[config.mk]
export PLATFORM = sky130hd
export DESIGN_NAME = booth_signed_divider
export DESIGN_NICKNAME = d
export VERILOG_FILES = /design/src/rtl/div_pkg.sv /design/src/rtl/div_datapath.sv /design/src/rtl/booth_signed_divider.sv
export SDC_FILE = /design/constraint.sdc
export NUM_CORES = 1
export LEC_CHECK = 0
export ABC_AREA = 1
export BUFFER_PORTS_ARGS = -buffer_cell sky130_fd_sc_hd__clkbuf_2
export CAP_MARGIN = 20
export CELL_PAD_IN_SITES_DETAIL_PLACEMENT = 1
export CELL_PAD_IN_SITES_GLOBAL_PLACEMENT = 1
export CORE_MARGIN = 5
export CORE_UTILIZATION = 38
export DETAILED_ROUTE_END_ITERATION = 16
export GPL_ROUTABILITY_DRIVEN = 0
export GPL_TIMING_DRIVEN = 0
export PLACE_DENSITY = 0.87
export SKIP_LAST_GASP = 1
export SYNTH_ARGS = -nofsm -noshare
export SYNTH_HDL_FRONTEND = slang
export SYNTH_HIERARCHICAL = 1
export SYNTH_SLANG_ARGS = --single-unit
[constraint.sdc]
create_clock -name i_clk -period 1.6 [get_ports i_clk]
set_clock_uncertainty 0.05 [all_clocks]
set_input_delay 0.32 -clock i_clk [delete_from_list [all_inputs] [get_ports i_clk]]
set_output_delay 0.32 -clock i_clk [all_outputs]
set_load 0.1 [all_outputs]
[src/rtl/div_pkg.sv]
// Shared definitions for the sequential signed divider: FSM state encoding
// and bit positions of the control vector that drives the datapath.
package div_pkg;

  typedef enum logic [2:0] {
    ST_IDLE = 3'd0,
    ST_LOAD = 3'd1,
    ST_ITER = 3'd2,
    ST_FIX  = 3'd3,
    ST_DONE = 3'd4
  } state_e;

  localparam int CTL_LOAD = 0;
  localparam int CTL_ITER = 1;
  localparam int CTL_FIX  = 2;
  localparam int CTL_W    = 3;

endpackage

[src/rtl/div_datapath.sv]
// Restoring-division datapath: works on operand magnitudes (R, Qm, D) and
// applies the sign correction when the FSM raises the fix enable.
module div_datapath
  import div_pkg::*;
#(
  parameter int WIDTH = 4
) (
  input  logic             i_clk,
  input  logic             i_rst,
  input  logic [CTL_W-1:0] ctl_i,
  input  logic [WIDTH-1:0] op_a_i,
  input  logic [WIDTH-1:0] op_b_i,
  input  logic             dbz_i,
  output logic [WIDTH-1:0] quotient_o,
  output logic [WIDTH-1:0] remainder_o,
  output logic             overflow_o
);

  // Magnitude of a two's-complement value; MIN maps to 2^(WIDTH-1) unsigned.
  function automatic logic [WIDTH-1:0] mag(input logic [WIDTH-1:0] v);
    return v[WIDTH-1] ? -v : v;
  endfunction

  logic [WIDTH:0]   r_q, r_d;
  logic [WIDTH-1:0] qm_q, qm_d;
  logic [WIDTH-1:0] d_q, d_d;
  logic             negq_q, negq_d;
  logic             negr_q, negr_d;
  logic [WIDTH-1:0] quo_q, quo_d;
  logic [WIDTH-1:0] rem_q, rem_d;
  logic             ovf_q, ovf_d;

  logic [WIDTH:0]   r_sh;
  logic [WIDTH-1:0] qm_sh;
  logic [WIDTH+1:0] trial;

  // One restoring step, load of magnitudes, and final sign correction.
  always_comb begin
    r_d    = r_q;
    qm_d   = qm_q;
    d_d    = d_q;
    negq_d = negq_q;
    negr_d = negr_q;
    quo_d  = quo_q;
    rem_d  = rem_q;
    ovf_d  = ovf_q;
    r_sh   = {r_q[WIDTH-1:0], qm_q[WIDTH-1]};
    qm_sh  = {qm_q[WIDTH-2:0], 1'b0};
    // R stays below 2^WIDTH, so the extra top bit is a clean sign of R - D.
    trial  = {1'b0, r_sh} - {2'b00, d_q};
    if (ctl_i[CTL_LOAD]) begin
      r_d    = '0;
      qm_d   = mag(op_a_i);
      d_d    = mag(op_b_i);
      negq_d = op_a_i[WIDTH-1] ^ op_b_i[WIDTH-1];
      negr_d = op_a_i[WIDTH-1];
    end else if (ctl_i[CTL_ITER]) begin
      if (trial[WIDTH+1]) begin
        r_d  = r_sh;
        qm_d = qm_sh;
      end else begin
        r_d  = trial[WIDTH:0];
        qm_d = qm_sh | {{(WIDTH-1){1'b0}}, 1'b1};
      end
    end else if (ctl_i[CTL_FIX]) begin
      if (dbz_i) begin
        quo_d = '1;
        rem_d = op_a_i;
        ovf_d = 1'b0;
      end else begin
        quo_d = negq_q ? -qm_q : qm_q;
        rem_d = negr_q ? -r_q[WIDTH-1:0] : r_q[WIDTH-1:0];
        // A positive quotient with its MSB set only arises from MIN / -1.
        ovf_d = ~negq_q & qm_q[WIDTH-1];
      end
    end
  end

  // Datapath and result registers; reset clears results so outputs read 0.
  always_ff @(posedge i_clk) begin
    if (i_rst) begin
      r_q    <= '0;
      qm_q   <= '0;
      d_q    <= '0;
      negq_q <= 1'b0;
      negr_q <= 1'b0;
      quo_q  <= '0;
      rem_q  <= '0;
      ovf_q  <= 1'b0;
    end else begin
      r_q    <= r_d;
      qm_q   <= qm_d;
      d_q    <= d_d;
      negq_q <= negq_d;
      negr_q <= negr_d;
      quo_q  <= quo_d;
      rem_q  <= rem_d;
      ovf_q  <= ovf_d;
    end
  end

  assign quotient_o  = quo_q;
  assign remainder_o = rem_q;
  assign overflow_o  = ovf_q;

endmodule

[src/rtl/booth_signed_divider.sv]
// Sequential signed divider, IDLE -> LOAD -> ITER x WIDTH -> FIX -> DONE.
// Quotient truncates toward zero; remainder carries the dividend's sign.
// Optional macro DIV_ZERO_DETECT_EN: a zero divisor skips the iterations and
// returns quotient -1, remainder = dividend, with div_by_zero raised.
module booth_signed_divider
  import div_pkg::*;
#(
  parameter int WIDTH = 4
) (
  input  logic             i_clk,
  input  logic             i_rst,
  input  logic             start,
  input  logic [WIDTH-1:0] dividend,
  input  logic [WIDTH-1:0] divisor,
  output logic [WIDTH-1:0] quotient,
  output logic [WIDTH-1:0] remainder,
  output logic             busy,
  output logic             done,
  output logic             overflow,
  output logic             div_by_zero
);

  localparam int            CW   = $clog2(WIDTH) + 1;
  localparam logic [CW-1:0] LAST = CW'(WIDTH - 1);

  state_e           state_q, state_d;
  logic [CW-1:0]    cnt_q, cnt_d;
  logic [WIDTH-1:0] a_q, a_d;
  logic [WIDTH-1:0] b_q, b_d;
  logic             dbz_q, dbz_d;
  logic             dbz_hit;
  logic [CTL_W-1:0] ctl;

`ifdef DIV_ZERO_DETECT_EN
  assign dbz_hit = (b_q == '0);
`else
  assign dbz_hit = 1'b0;
`endif

  // Next-state, operand capture and datapath enables.
  always_comb begin
    state_d = state_q;
    cnt_d   = cnt_q;
    a_d     = a_q;
    b_d     = b_q;
    dbz_d   = dbz_q;
    ctl     = '0;
    busy    = 1'b0;
    done    = 1'b0;
    case (state_q)
      ST_IDLE: begin
        if (start) begin
          a_d     = dividend;
          b_d     = divisor;
          state_d = ST_LOAD;
        end
      end
      ST_LOAD: begin
        busy          = 1'b1;
        ctl[CTL_LOAD] = 1'b1;
        cnt_d         = '0;
        dbz_d         = dbz_hit;
        state_d       = dbz_hit ? ST_FIX : ST_ITER;
      end
      ST_ITER: begin
        busy          = 1'b1;
        ctl[CTL_ITER] = 1'b1;
        cnt_d         = cnt_q + CW'(1);
        if (cnt_q == LAST) state_d = ST_FIX;
      end
      ST_FIX: begin
        busy         = 1'b1;
        ctl[CTL_FIX] = 1'b1;
        state_d      = ST_DONE;
      end
      ST_DONE: begin
        done    = 1'b1;
        state_d = ST_IDLE;
      end
      default: state_d = ST_IDLE;
    endcase
  end

  // Control registers; reset aborts any operation and drops captured operands.
  always_ff @(posedge i_clk) begin
    if (i_rst) begin
      state_q <= ST_IDLE;
      cnt_q   <= '0;
      a_q     <= '0;
      b_q     <= '0;
      dbz_q   <= 1'b0;
    end else begin
      state_q <= state_d;
      cnt_q   <= cnt_d;
      a_q     <= a_d;
      b_q     <= b_d;
      dbz_q   <= dbz_d;
    end
  end

  assign div_by_zero = dbz_q;

  div_datapath #(.WIDTH(WIDTH)) u_dp (
    .i_clk       (i_clk),
    .i_rst       (i_rst),
    .ctl_i       (ctl),
    .op_a_i      (a_q),
    .op_b_i      (b_q),
    .dbz_i       (dbz_q),
    .quotient_o  (quotient),
    .remainder_o (remainder),
    .overflow_o  (overflow)
  );

endmodule

==> impl_results.md <==
* Outcome: finished with violations
* Violated checks: setup timing
* Leak at a little over 1 nW
* DRC errors left at 0
* Most common cell after layout, fill and taps aside: nand2_1
* Slew Viols, Final at 0
* Synthesized area at between 0.0015 and 0.002 mm2
* Via count at about 1800
* Post-Layout Cell Count at around 380
* Final Hold Viols at 0
* Total CTS buffers at 5
* Vias in the first global route at 1922
* F_max at roughly 0.62 GHz
* Register area share after synthesis at a little under two fifths
* DRT Wirelength at around 5300 um
* CTS root buf: clkbuf_8
* DR WL/cell at approximately 14 um
* Number of placed I/O pins at 23
* Worst-path fanout max at 5
* Most frequent cells in the layout: nand2_1 (44), inv_1 (36), a21oi_1 (32)
* Pin count of the biggest net entering global routing at 11
* Clock Latency Late Sink at roughly 290 ps
* Clock buffer depth at 2
* Grt total ovfl at 0
* Detail Placement HPWL at 3770 um
* Clk slew on worst S/H paths at around 70 ps
* Ranking of synthesized cells by area: dfxtp_1 (38%), nand2_1 (8.8%), a21oi_1 (8.2%)
* Syn avg cell area at ~7.4 um2
* Placed Cells incl. Taps at around 360
* Starting density of the core at roughly two fifths
* TritonCTS clock tree: yes
* Power density cells at 1160 mW/mm2
* Crit path time final at 1600 ps
* Die area at 0.00667 mm2
* Antenna cell count at 0
* Critical Path RT at around 1200 ps
* Clk sinks at 37
* Synth Flop Type: dfxtp_1
* Layout cell share with drive strength beyond 1 at a little under a quarter
* Area grow syn2layout at 23.6%
* First-pass GRT wire length at between 8000 and 9000 um
* Synthesized flop and latch total at 37
* Die H at between 80 and 90 um
* Crit path DAT at between 1000 and 1500 ps
* RSZ-0062 raised after global routing: yes
* Worst hold-check path type: in -> reg
* 1st-iter DRT viols at approximately 80
* Antenna Nets Post-Route at 0
* Nature of the critical path endpoint: output pin
* Pre-CTS WS at -251 ps
* Initial antenna violation count at 0
* Yosys cell types at 33
* Max IR drop VDD at 0.000517 V
* Setup total negative slack at -0.765 ps
* CP Class: reg -> out
* Async S/R FF share, synth at 0%
* Synth warnings at 6
* Cells after synthesis at ~270
* Post-CTS Hold Buffers at 0
* Tcrit/Tclk final at 100%
* Pwr Total at about 0.0028 W
* Width of the die at 81.7 um
* Finish-stage setup viols at 1
* CORE AREA at around 0.0050 mm2
* Htree depth at 2
* Cell accounting for the most synthesized area: dfxtp_1
* Number of port buffers at 20
* Slew HR at between 60 and 70%
* GRT Util Overall at 16.5%
* First-pass DRT Iterations at 4
* EDFF count, synth at 0
* Final worst slack at -0.765 ps
* Final net count at 330
* Vias per Instance at just under 5
* Yosys top cell area share at 37.9%
* Slew @ Worst Pin at approximately 540 ps
* MaxCap Viol Count at 0
* Startpoint class of the critical path: flop
* Placement Rows at 26
==> repair_timing <==
action	CTS	global route
setup endpoints to repair	23	19
setup buffers	1	9
pin swaps	1	6
resized for setup	14	19
==> power by group <==
part           switching (W)  total [W]  internal, W
clock network       0.000314   0.000624     0.000309
registers           0.000106    0.00113      0.00102
logic               0.000668    0.00104     0.000376
==> cell type report <==
type,count,area (um2)
timing repair buffer,30,193
multi-input combinational,185,1070
tap,70,87.6
sequential,37,756
fill,655,2630
buffer,6,52.6
inverter,43,171
clock buffer,8,80.1
==> registers in the layout, indices dropped and copies added (netlist names) <==
name,count
state_q,3
u_dp/overflow_o,1
u_dp/negq_q,1
u_dp/r_q,4
u_dp/d_q,4
u_dp/negr_q,1
cnt_q,3
u_dp/quotient_o,4
u_dp/qm_q,4
b_q,4
a_q,4
u_dp/remainder_o,4
==> cell families after synthesis <==
family | after synthesis | synth area share [%]
compound gates | 63 | 17.0
xor+xnor | 4 | 1.80
fa+ha+maj | 11 | 7.44
buf+inv | 49 | 11.0
flops | 37 | 37.9
other cells | 1 | 0.192
simple gates | 100 | 24.6
==> synthesized netlist by cell type, types with 2 or more instances <==
cell type   n
nand2_4     2
buf_4       2
o22ai_1     2
o21ai_0    23
xnor2_1     2
nand4_1     8
nand3_1    17
inv_1      39
xor2_1      2
nor2_2      2
nor2_1     17
inv_2       3
nor3_1      3
a21oi_1    32
dfxtp_1    37
nor2_4      3
nand2_1    46
ha_1       10
==> through the flow <==
step / util (%) / area [um2] / hold WS (ps)
finish: 47.8 / 2410 / 245
floorplan: - / 1990 / 339
global placement: 43.2 / 2180 / 402
global route: 47.8 / 2410 / 238
detailed placement: 43.2 / 2180 / 413
CTS: 45.4 / 2290 / 239
==> layer usage <==
| metal | GRT usage, % | vias up | wire length, um |
|---|---|---|---|
| met3 | 3.73 | 5 | 163 |
| met4 | 4.98 | 0 | 53 |
| met2 | 30.7 | 25 | 2740 |
| met5 | 0 | - | 0 |
| li1 | - | 947 | - |
| met1 | 18.6 | 872 | 2330 |
==> worst paths after layout <==
check | startpoint | endpoint | slack (ps) | depth (start not counted)
setup / recovery | state_q[1] | busy | -0.8 | 4
hold / removal | dividend[1] | a_q[1] | 250 | 3
setup reg to reg | state_q[0] | u_dp/remainder_o[2] | 60 | 10
hold reg to reg | u_dp/remainder_o[3] | u_dp/remainder_o[3] | 420 | 2
==> critical path, cell delays in order, from the launching register on <==
cell and delay (ps):
dfxtp_4 380, nor2_2 130, nand2_2 130, nand3_2 120
buf_12 180
Power figures use the tool's default switching activity.
